===== config.mk =====
export PLATFORM = sky130hd
export DESIGN_NAME = bus_arbiter_2m
export DESIGN_NICKNAME = d
export VERILOG_FILES = /design/src/rtl/bus_arb_pkg.sv /design/src/rtl/bus_arbiter_2m_tenure_counter.sv /design/src/rtl/bus_arbiter_2m.sv
export SDC_FILE = /design/constraint.sdc
export NUM_CORES = 1
export LEC_CHECK = 0
export ABC_AREA = 1
export BUFFER_PORTS_ARGS = -buffer_cell sky130_fd_sc_hd__buf_4
export CAP_MARGIN = 20
export CORE_UTILIZATION = 25
export DETAILED_ROUTE_END_ITERATION = 7
export GPL_ROUTABILITY_DRIVEN = 0
export MAX_ROUTING_LAYER = met4
export PLACE_DENSITY = 0.4
export SYNTH_ARGS = -nofsm -noshare
export SYNTH_HDL_FRONTEND = slang
export SYNTH_SLANG_ARGS = --single-unit

===== constraint.sdc =====
create_clock -name clk -period 3.3 [get_ports clk]
set_input_delay 0.66 -clock clk [delete_from_list [all_inputs] [get_ports clk]]
set_output_delay 0.66 -clock clk [all_outputs]
set_load 0.05 [all_outputs]

===== src/rtl/bus_arb_pkg.sv =====
// ---------------------------------------------------------------------------
// bus_arb_pkg
// Shared definitions for the two-master bus arbiter and the master control
// paths that talk to it.
//   state_t   : arbiter FSM state (IDLE / GNT1 / GNT2)
//   owner_t   : bus owner code as seen on the arbiter's owner output
//   state_to_owner() : maps a grant state onto its owner code
// ---------------------------------------------------------------------------
package bus_arb_pkg;

  typedef logic [1:0] state_t;

  localparam state_t IDLE = 2'b00;
  localparam state_t GNT1 = 2'b01;
  localparam state_t GNT2 = 2'b10;

  typedef logic [1:0] owner_t;

  localparam owner_t OWNER_NONE = 2'b00;
  localparam owner_t OWNER_M1   = 2'b01;
  localparam owner_t OWNER_M2   = 2'b10;

  // Grant states and owner codes share an encoding today, but the mapping is
  // kept explicit so either side can be re-encoded without surprises.
  function automatic owner_t state_to_owner(input state_t s);
    owner_t o;
    case (s)
      GNT1:    o = OWNER_M1;
      GNT2:    o = OWNER_M2;
      default: o = OWNER_NONE;
    endcase
    return o;
  endfunction

endpackage


===== src/rtl/bus_arbiter_2m_tenure_counter.sv =====
// ---------------------------------------------------------------------------
// tenure_counter
// Counts granted cycles of the current bus owner, saturating one below the
// tenure limit so the arbiter can detect "tenure used up".
// Ports:
//   clk, rst     : clock, asynchronous active-high reset
//   clear_i      : force the count to zero (takes priority over enable_i)
//   enable_i     : count this cycle
//   at_limit_o   : count has reached MAX_TENURE-1
// Parameters:
//   CNT_W        : counter width, must hold MAX_TENURE
//   MAX_TENURE   : tenure limit in cycles (2..255)
// ---------------------------------------------------------------------------
module tenure_counter #(
  parameter int CNT_W      = 8,
  parameter int MAX_TENURE = 16
) (
  input  logic clk,
  input  logic rst,
  input  logic clear_i,
  input  logic enable_i,
  output logic at_limit_o
);

  localparam logic [CNT_W-1:0] LIMIT = CNT_W'(MAX_TENURE - 1);

  logic [CNT_W-1:0] count_q;
  logic [CNT_W-1:0] count_d;

  // Next count: clear wins, otherwise step up until the limit and then hold,
  // so a lone master can keep the bus indefinitely without wrapping.
  always_comb begin
    count_d = count_q;
    if (clear_i) begin
      count_d = '0;
    end else if (enable_i && (count_q != LIMIT)) begin
      count_d = count_q + 1'b1;
    end
  end

  // Count register.
  always_ff @(posedge clk or posedge rst) begin
    if (rst) begin
      count_q <= '0;
    end else begin
      count_q <= count_d;
    end
  end

  assign at_limit_o = (count_q == LIMIT);

endmodule


===== src/rtl/bus_arbiter_2m.sv =====
// ---------------------------------------------------------------------------
// bus_arbiter_2m
// Two-master shared-bus arbiter. At most one grant at a time, a one-cycle
// dead bus (IDLE) between owners, and a bounded tenure whenever the other
// master is waiting.
// Ports:
//   clk, rst           : clock, asynchronous active-high reset
//   busreq_1/busreq_2  : bus requests from master 1 / master 2
//   grant_1/grant_2    : registered grants
//   owner              : 00 none, 01 master 1, 10 master 2
//   bus_busy           : either grant active
//   timeout            : one-cycle pulse when a tenure is forcibly ended
// Parameters:
//   MAX_TENURE (2..255), CNT_W (tenure counter width)
// Build option:
//   ARB_ROUND_ROBIN_EN : when defined, ties alternate between masters;
//                        otherwise master 1 has fixed priority.
// ---------------------------------------------------------------------------
module bus_arbiter_2m
  import bus_arb_pkg::*;
#(
  parameter int MAX_TENURE = 16,
  parameter int CNT_W      = 8
) (
  input  logic       clk,
  input  logic       rst,
  input  logic       busreq_1,
  input  logic       busreq_2,
  output logic       grant_1,
  output logic       grant_2,
  output logic [1:0] owner,
  output logic       bus_busy,
  output logic       timeout
);

  state_t state_q, state_d;
  owner_t last_owner_q, last_owner_d;
  logic   preempt_q, preempt_d;
  logic   timeout_q, timeout_d;
  logic   grant_1_q, grant_2_q, bus_busy_q;
  owner_t owner_q;

  state_t tie_winner;
  logic   at_limit;

  // The counter sits at zero through every dead IDLE cycle, which is what
  // gives "cleared on entry to GNTx" since every grant starts from IDLE.
  tenure_counter #(
    .CNT_W      (CNT_W),
    .MAX_TENURE (MAX_TENURE)
  ) u_tenure (
    .clk        (clk),
    .rst        (rst),
    .clear_i    (state_q == IDLE),
    .enable_i   (state_q != IDLE),
    .at_limit_o (at_limit)
  );

  // Tie-break. The preempted master is always last_owner (it was the one
  // holding the bus when its tenure was cut), so a pending preemption hands
  // the tie to the other master. Without preemption the build option picks
  // alternation or fixed master-1 priority.
  always_comb begin
    tie_winner = GNT1;
    if (preempt_q) begin
      tie_winner = (last_owner_q == OWNER_M1) ? GNT2 : GNT1;
    end else begin
`ifdef ARB_ROUND_ROBIN_EN
      tie_winner = (last_owner_q == OWNER_M1) ? GNT2 : GNT1;
`else
      tie_winner = GNT1;
`endif
    end
  end

  // Arbitration FSM. A voluntary release takes precedence over a timeout in
  // the same cycle, so a master dropping its request on its last allowed
  // cycle is not flagged as preempted.
  always_comb begin
    state_d      = state_q;
    last_owner_d = last_owner_q;
    preempt_d    = preempt_q;
    timeout_d    = 1'b0;
    case (state_q)
      IDLE: begin
        if (busreq_1 && busreq_2) begin
          state_d = tie_winner;
        end else if (busreq_1) begin
          state_d = GNT1;
        end else if (busreq_2) begin
          state_d = GNT2;
        end
        if (state_d != IDLE) begin
          preempt_d    = 1'b0;
          last_owner_d = state_to_owner(state_d);
        end
      end
      GNT1: begin
        if (!busreq_1) begin
          state_d = IDLE;
        end else if (at_limit && busreq_2) begin
          state_d   = IDLE;
          timeout_d = 1'b1;
          preempt_d = 1'b1;
        end
      end
      GNT2: begin
        if (!busreq_2) begin
          state_d = IDLE;
        end else if (at_limit && busreq_1) begin
          state_d   = IDLE;
          timeout_d = 1'b1;
          preempt_d = 1'b1;
        end
      end
      default: begin
        state_d = IDLE;
      end
    endcase
  end

  // State, history and output registers. Outputs are registered from the
  // next state so they change on the same edge as the state itself, and the
  // asynchronous reset pulls every grant low immediately.
  always_ff @(posedge clk or posedge rst) begin
    if (rst) begin
      state_q      <= IDLE;
      last_owner_q <= OWNER_M2;
      preempt_q    <= 1'b0;
      timeout_q    <= 1'b0;
      grant_1_q    <= 1'b0;
      grant_2_q    <= 1'b0;
      bus_busy_q   <= 1'b0;
      owner_q      <= OWNER_NONE;
    end else begin
      state_q      <= state_d;
      last_owner_q <= last_owner_d;
      preempt_q    <= preempt_d;
      timeout_q    <= timeout_d;
      grant_1_q    <= (state_d == GNT1);
      grant_2_q    <= (state_d == GNT2);
      bus_busy_q   <= (state_d != IDLE);
      owner_q      <= state_to_owner(state_d);
    end
  end

  assign grant_1  = grant_1_q;
  assign grant_2  = grant_2_q;
  assign owner    = owner_q;
  assign bus_busy = bus_busy_q;
  assign timeout  = timeout_q;

endmodule


==> results of run 1 <==
==> cell families after synthesis <==
kind of cell               Yosys count  share of synthesized area
xor gates and xnor gates             1                    0.00895
DFF                                 17                      0.436
buffers and inverters               16                     0.0690
AOI/OAI and AO/OA                   15                      0.102
adders and majority gates            5                     0.0639
and+or+nand+nor                     50                      0.320
==> worst max path at each step <==
stage,startpoint,to,slack [ps]
finish,state_q[0],owner[0],1740
global route,state_q[1],owner[0],1550
CTS,state_q[0],owner[0],1730
detailed placement,state_q[0],owner[0],1740
global placement,busreq_1,owner[1],1720
floorplan,owner[0],owner[0],1750
==> report_power, final <==
part	switching (mW)	total (mW)	internal (mW)
registers	0.0448	0.318	0.273
logic	0.281	0.420	0.138
clock network	0.0696	0.155	0.0857
==> cells in the mapped netlist, drive strengths merged <==
cell and count:
o21ai 3, and3 2, o21a 1, xor2 1, o211ai 1, nor3 4, nand4 7, nand3 8
nand2 17, dfstp 1, buf 2, nor2 12, a211oi 2, a21oi 7, dfrtp 16, ha 5
a21boi 1, inv 14
==> sequential cells by signal (all words and copies together), names as in the netlist <==
register	cells
last_owner_q	2
timeout	1
u_tenure.count_q	8
owner	2
preempt_q	1
bus_busy	1
state_q	2
==> worst register-to-register path, cell delays in order, from the launching register on <==
cell and delay (ps):
dfrtp_1 440, inv_1 120, ha_1 340, inv_2 130, a21oi_2 140, nand2_1 90
nand3_2 90, nand2_2 60, nor2_1 80
==> per-stage QoR <==
stage / instance area, um^2 / power (mW) / instances / util / worst slack [ps]
after floorplan: 978 / 0.651 / 104 / - / 1750
after global placement: 1090 / 0.751 / 159 / 0.294 / 1720
after detailed placement: 1090 / 0.744 / 159 / 0.294 / 1740
after CTS: 1140 / 0.909 / 163 / 0.306 / 1730
after global routing: 1140 / 0.980 / 163 / 0.306 / 1550
final: 1140 / 0.893 / 163 / 0.306 / 1740
==> final cells by class <==
cell class | instances | area, um^2
multi-input cells | 71 | 484
flip-flops and latches | 17 | 427
inverters | 14 | 52.6
well taps | 48 | 60.1
clock buffers | 4 | 45.0
fillers | 401 | 2580
repair buffers | 9 | 67.6
==> metal layers <==
metal	share of wire	wire length [um]	vias up
li1	-	-	372
met1	0.45	842	334
met2	0.50	926	11
met3	0.035	65	4
met4	0.011	21	0
met5	0	0	-
==> flow_summary_export.csv, run 1 <==
group,metric,value,unit
sta,min_period,1560,ps
global_routing,antenna_found_initial,0,
worst_setup_path,cp-end-kind,"flip-flop",
clock_network,h-tree-depth,1,
final_layout,area_growth_syn_to_layout,16.1,%
route,drc,0,
sta,worst_pin_slew,658,ps
clock_network,post_cts_buffers,0,
synth,syn_area_per_cell,9.41,um^2
sta,fin_worst_skew,1.61,ps
power,p_leak,0.566,nW
sta,hold_ws,492,ps
worst_setup_path,cp-start-kind,"flip-flop",
min_path,min_path_type,"flip-flop to flip-flop",
sta,rsz0062_at_grt,"no",
route,vias_per_cell,4.42,
min_path,min_to,"preempt_q",
sta,finalSetupTns,0,ps
route,dr.pass1.iters,4,
synth,synth_top_cell_area_share,0.409,
route,dr_total_vias,721,
synth,ys_seq_area_frac,0.436,
worst_setup_path,cp_slowest_stage_delay,440,ps
worst_setup_path,critPathMaxFanout,7,
clock_network,cts_buffers,3,
worst_setup_path,crit_family,"flip-flops",
global_routing,gr-usage-met3,0.0423,
clock_network,hold_buffers,0,
worst_setup_path,cp_num_buf_inv,2,
global_routing,grt_overflow,0,
route,wirelength,1860,um
worst_setup_path,cp_num_cells,8,
global_routing,grt_max_degree,18,
synth,synth_area_leader_cell,"dfrtp_1",
final_layout,final_net_count,125,
floorplan,start_util,0.263,
power,peakVddDrop,0.235,mV
worst_setup_path,crit_path_cell_trace,"inv_1, ha_1, inv_2, a21oi_2, nand2_1, nand3_2, nand2_2, nor2_1",
placed_design,port_buffers,9,
sta,fin_crit_sh,0.472,
clock_network,clockBufferDepth,2,
sta,hold_viol_final,0,
clock_network,path_clk_slew,60,ps
global_routing,grt_pass1_wl,3470,um
floorplan,rows,22,
worst_setup_path,cp.required,3490,ps
floorplan,ios,10,
power,power.density,786,nW/um^2
final_layout,antenna_cells,0,
clock_network,ctsResizeCount,0,
synth,synthDistinctLibCells,29,
run,drv_cap,0,
floorplan,core_area,3720,um^2
floorplan,die_w,64.6,um
global_routing,met2_usage,0.182,
worst_setup_path,timing.rr.start,"state_q[0]",
synth,yosys_warnings,0,
route,dr.first_iter.drc_count,37,
worst_setup_path,r2r-end,"owner[0]",
global_routing,top_usage_layer,"met2",
sta,setup_violations,0,
min_path,worstHoldStart,"preempt_q",
final_layout,drive_above_1_share,0.287,
sta,maxSlewHeadroom,0.561,
synth,synth_cells,104,
sta,drv_slew,0,
synth,syn_nets,113,
sta,fmax,0.641,GHz
clock_network,clock-root-buffer,"clkbuf_8",
final_layout,layout_common_cells,"16 x dfrtp_1, 13 x nand2_1, 11 x inv_1",
worst_setup_path,rrSetupSlack,1740,ps
worst_setup_path,criticalPathCategory,"flip-flop to flip-flop",
floorplan,die_y,64.6,um
placed_design,dpl.hpwl,1460,um
synth,synth_seq_cells,17,
worst_setup_path,reg2reg_depth,8,
synth,synth_area_leaders,"dfrtp_1 41%, ha_1 6.4%, nand2_1 5.0%",
synth,synth_area,978,um^2
clock_network,cts.sinks,17,
global_routing,grt_pass1_vias,726,
min_path,hold_depth,2,
global_routing,grtUsageTotal,0.115,
worst_setup_path,slowest_stage,"dfrtp_1",
final_layout,final_common_cell,"dfrtp_1",
run_status,status,"finished, final reports clean",
route,drt-wirelength-per-cell,11.4,um
clock_network,clock_latency,250,ps
global_routing,met1_usage,0.135,
route,detail-route-antenna-nets,0,
worst_setup_path,arrival,1740,ps
floorplan,die_area,4170,um^2
clock_network,cts_tree,"built",
(Power assumes the default switching activity.)
==> inputs of run 2 (changes only) <==
- clock period: 3.3 -> 1.62 ns (I/O delays scaled with it)
==> flow_summary_export.csv, run 2 (same netlist as run 1, synthesis figures left out) <==
group,metric,value,unit
final_layout,final_cell_area,1150,um^2
clock_network,hold_buffers,0,
clock_network,path_clk_slew,70,ps
clock_network,h-tree-depth,1,
floorplan,die_y,64.6,um
power,power.density,1610,nW/um^2
global_routing,grt_overflow,0,
worst_setup_path,r2r-end,"bus_busy",
worst_setup_path,startpoint,"state_q[0]",
global_routing,grt_pass1_vias,732,
sta,hold_ws,83.5,ps
final_layout,layout_common_cells,"16 x dfrtp_1, 13 x nand2_1, 11 x inv_1, 11 x buf_4, 7 x nor2_1",
power,peakVddDrop,0.640,mV
route,wirelength,1810,um
route,drc,0,
worst_setup_path,cp-start-kind,"flip-flop",
sta,min_period,1420,ps
floorplan,ios,10,
placed_design,postPlaceCellArea,1110,um^2
route,drt-wirelength-per-cell,11.0,um
worst_setup_path,arrival,1560,ps
final_layout,final_net_count,127,
global_routing,antenna_found_initial,0,
clock_network,clock-root-buffer,"clkbuf_8",
sta,setup_violations,0,
final_layout,fin_util,0.310,
placed_design,port_buffers,9,
worst_setup_path,critPathMaxFanout,6,
final_layout,stdcell_count,165,
worst_setup_path,reg2reg_depth,7,
floorplan,core_area,3720,um^2
sta,maxSlewHeadroom,0.821,
min_path,min_path_type,"input port to asynchronous set/reset pin",
sta,fin_worst_skew,6.88,ps
power,p_leak,0.576,nW
worst_setup_path,cp-end-kind,"flip-flop",
floorplan,die_area,4170,um^2
worst_setup_path,timing.rr.start,"state_q[0]",
floorplan,rows,22,
route,dr.first_iter.drc_count,23,
final_layout,drive_above_1_share,0.299,
clock_network,ctsResizeCount,0,
final_layout,area_growth_syn_to_layout,17.6,%
worst_setup_path,rrSetupSlack,200,ps
clock_network,cts.sinks,17,
worst_setup_path,cp.required,1760,ps
placed_design,dpl.hpwl,1480,um
sta,worst_pin_slew,269,ps
sta,fin_crit_sh,0.880,
sta,fmax,0.702,GHz
sta,finalSetupTns,0,ps
global_routing,grt_pass1_wl,3220,um
worst_setup_path,criticalPathCategory,"flip-flop to flip-flop",
clock_network,cts_buffers,3,
floorplan,start_util,0.263,
worst_setup_path,critPathCapture,"bus_busy",
sta,rsz0062_at_grt,"no",
route,detail-route-antenna-nets,0,
final_layout,antenna_cells,0,
global_routing,grt_max_degree,18,
clock_network,clock_latency,250,ps
clock_network,post_cts_buffers,0,
route,dr.pass1.iters,4,
clock_network,clockBufferDepth,2,
final_layout,regMostFlops,"u_tenure.count_q",
route,dr_total_vias,732,
route,vias_per_cell,4.44,
floorplan,die_w,64.6,um
run,drv_cap,0,
global_routing,grtUsageTotal,0.106,
sta,hold_viol_final,0,
sta,drv_slew,0,
run_status,status,"finished, final reports clean",
clock_network,cts_tree,"built",
placed_design,dp_cells,161,
final_layout,final_common_cell,"dfrtp_1",
final_layout,largest_reg_flops,8,
==> run 2: how the worst min path moves through the flow <==
stage / to / slack [ps] / depth (start not counted)
2_1_floorplan: bus_busy / 250 / 1
3_3_place_gp: u_tenure.count_q[1] / 360 / 3
3_5_place_dp: u_tenure.count_q[1] / 360 / 3
4_1_cts: u_tenure.count_q[1] / 80 / 3
5_1_grt: u_tenure.count_q[1] / 110 / 3
6_report: timeout / 80 / 3
==> run 2: critical path: stages, from the launching register on <==
cell     delay, ps
dfrtp_1        450
inv_1          110
ha_1           230
buf_4          170
nand2_1        110
nand3_2        100
nand2_2         90
nand2_1         60
==> run 2: layout make-up <==
cell class                      count  area (um^2)
Inverter                           14         52.6
Multi-Input combinational cell     71          484
Clock buffer                        4         45.0
Timing Repair Buffer               11         82.6
Tap cell                           48         60.1
Sequential cell                    17          427
Fill cell                         392         2560
==> run 2: stage by stage <==
stage / setup WS [ps] / power, mW
after floorplan: 269 / 1.33
after global routing: 35.7 / 2.00
after CTS: 178 / 1.88
after detailed placement: 187 / 1.56
final: 195 / 1.85
after global placement: 206 / 1.56
==> run 2: metal layers <==
| layer | GRT usage | part of all wire |
|---|---|---|
| met1 | 0.111 | 0.43 |
| met2 | 0.193 | 0.54 |
| met3 | 0.0317 | 0.020 |
| met4 | 0.0250 | 0.0072 |
| met5 | - | 0 |
==> run 2: power breakdown <==
group	internal [mW]	total, mW	switching [mW]	leakage (nW)
Clock	0.174	0.313	0.138	0.0228
Sequential	0.556	0.648	0.0924	0.221
Combinational	0.302	0.888	0.587	0.331
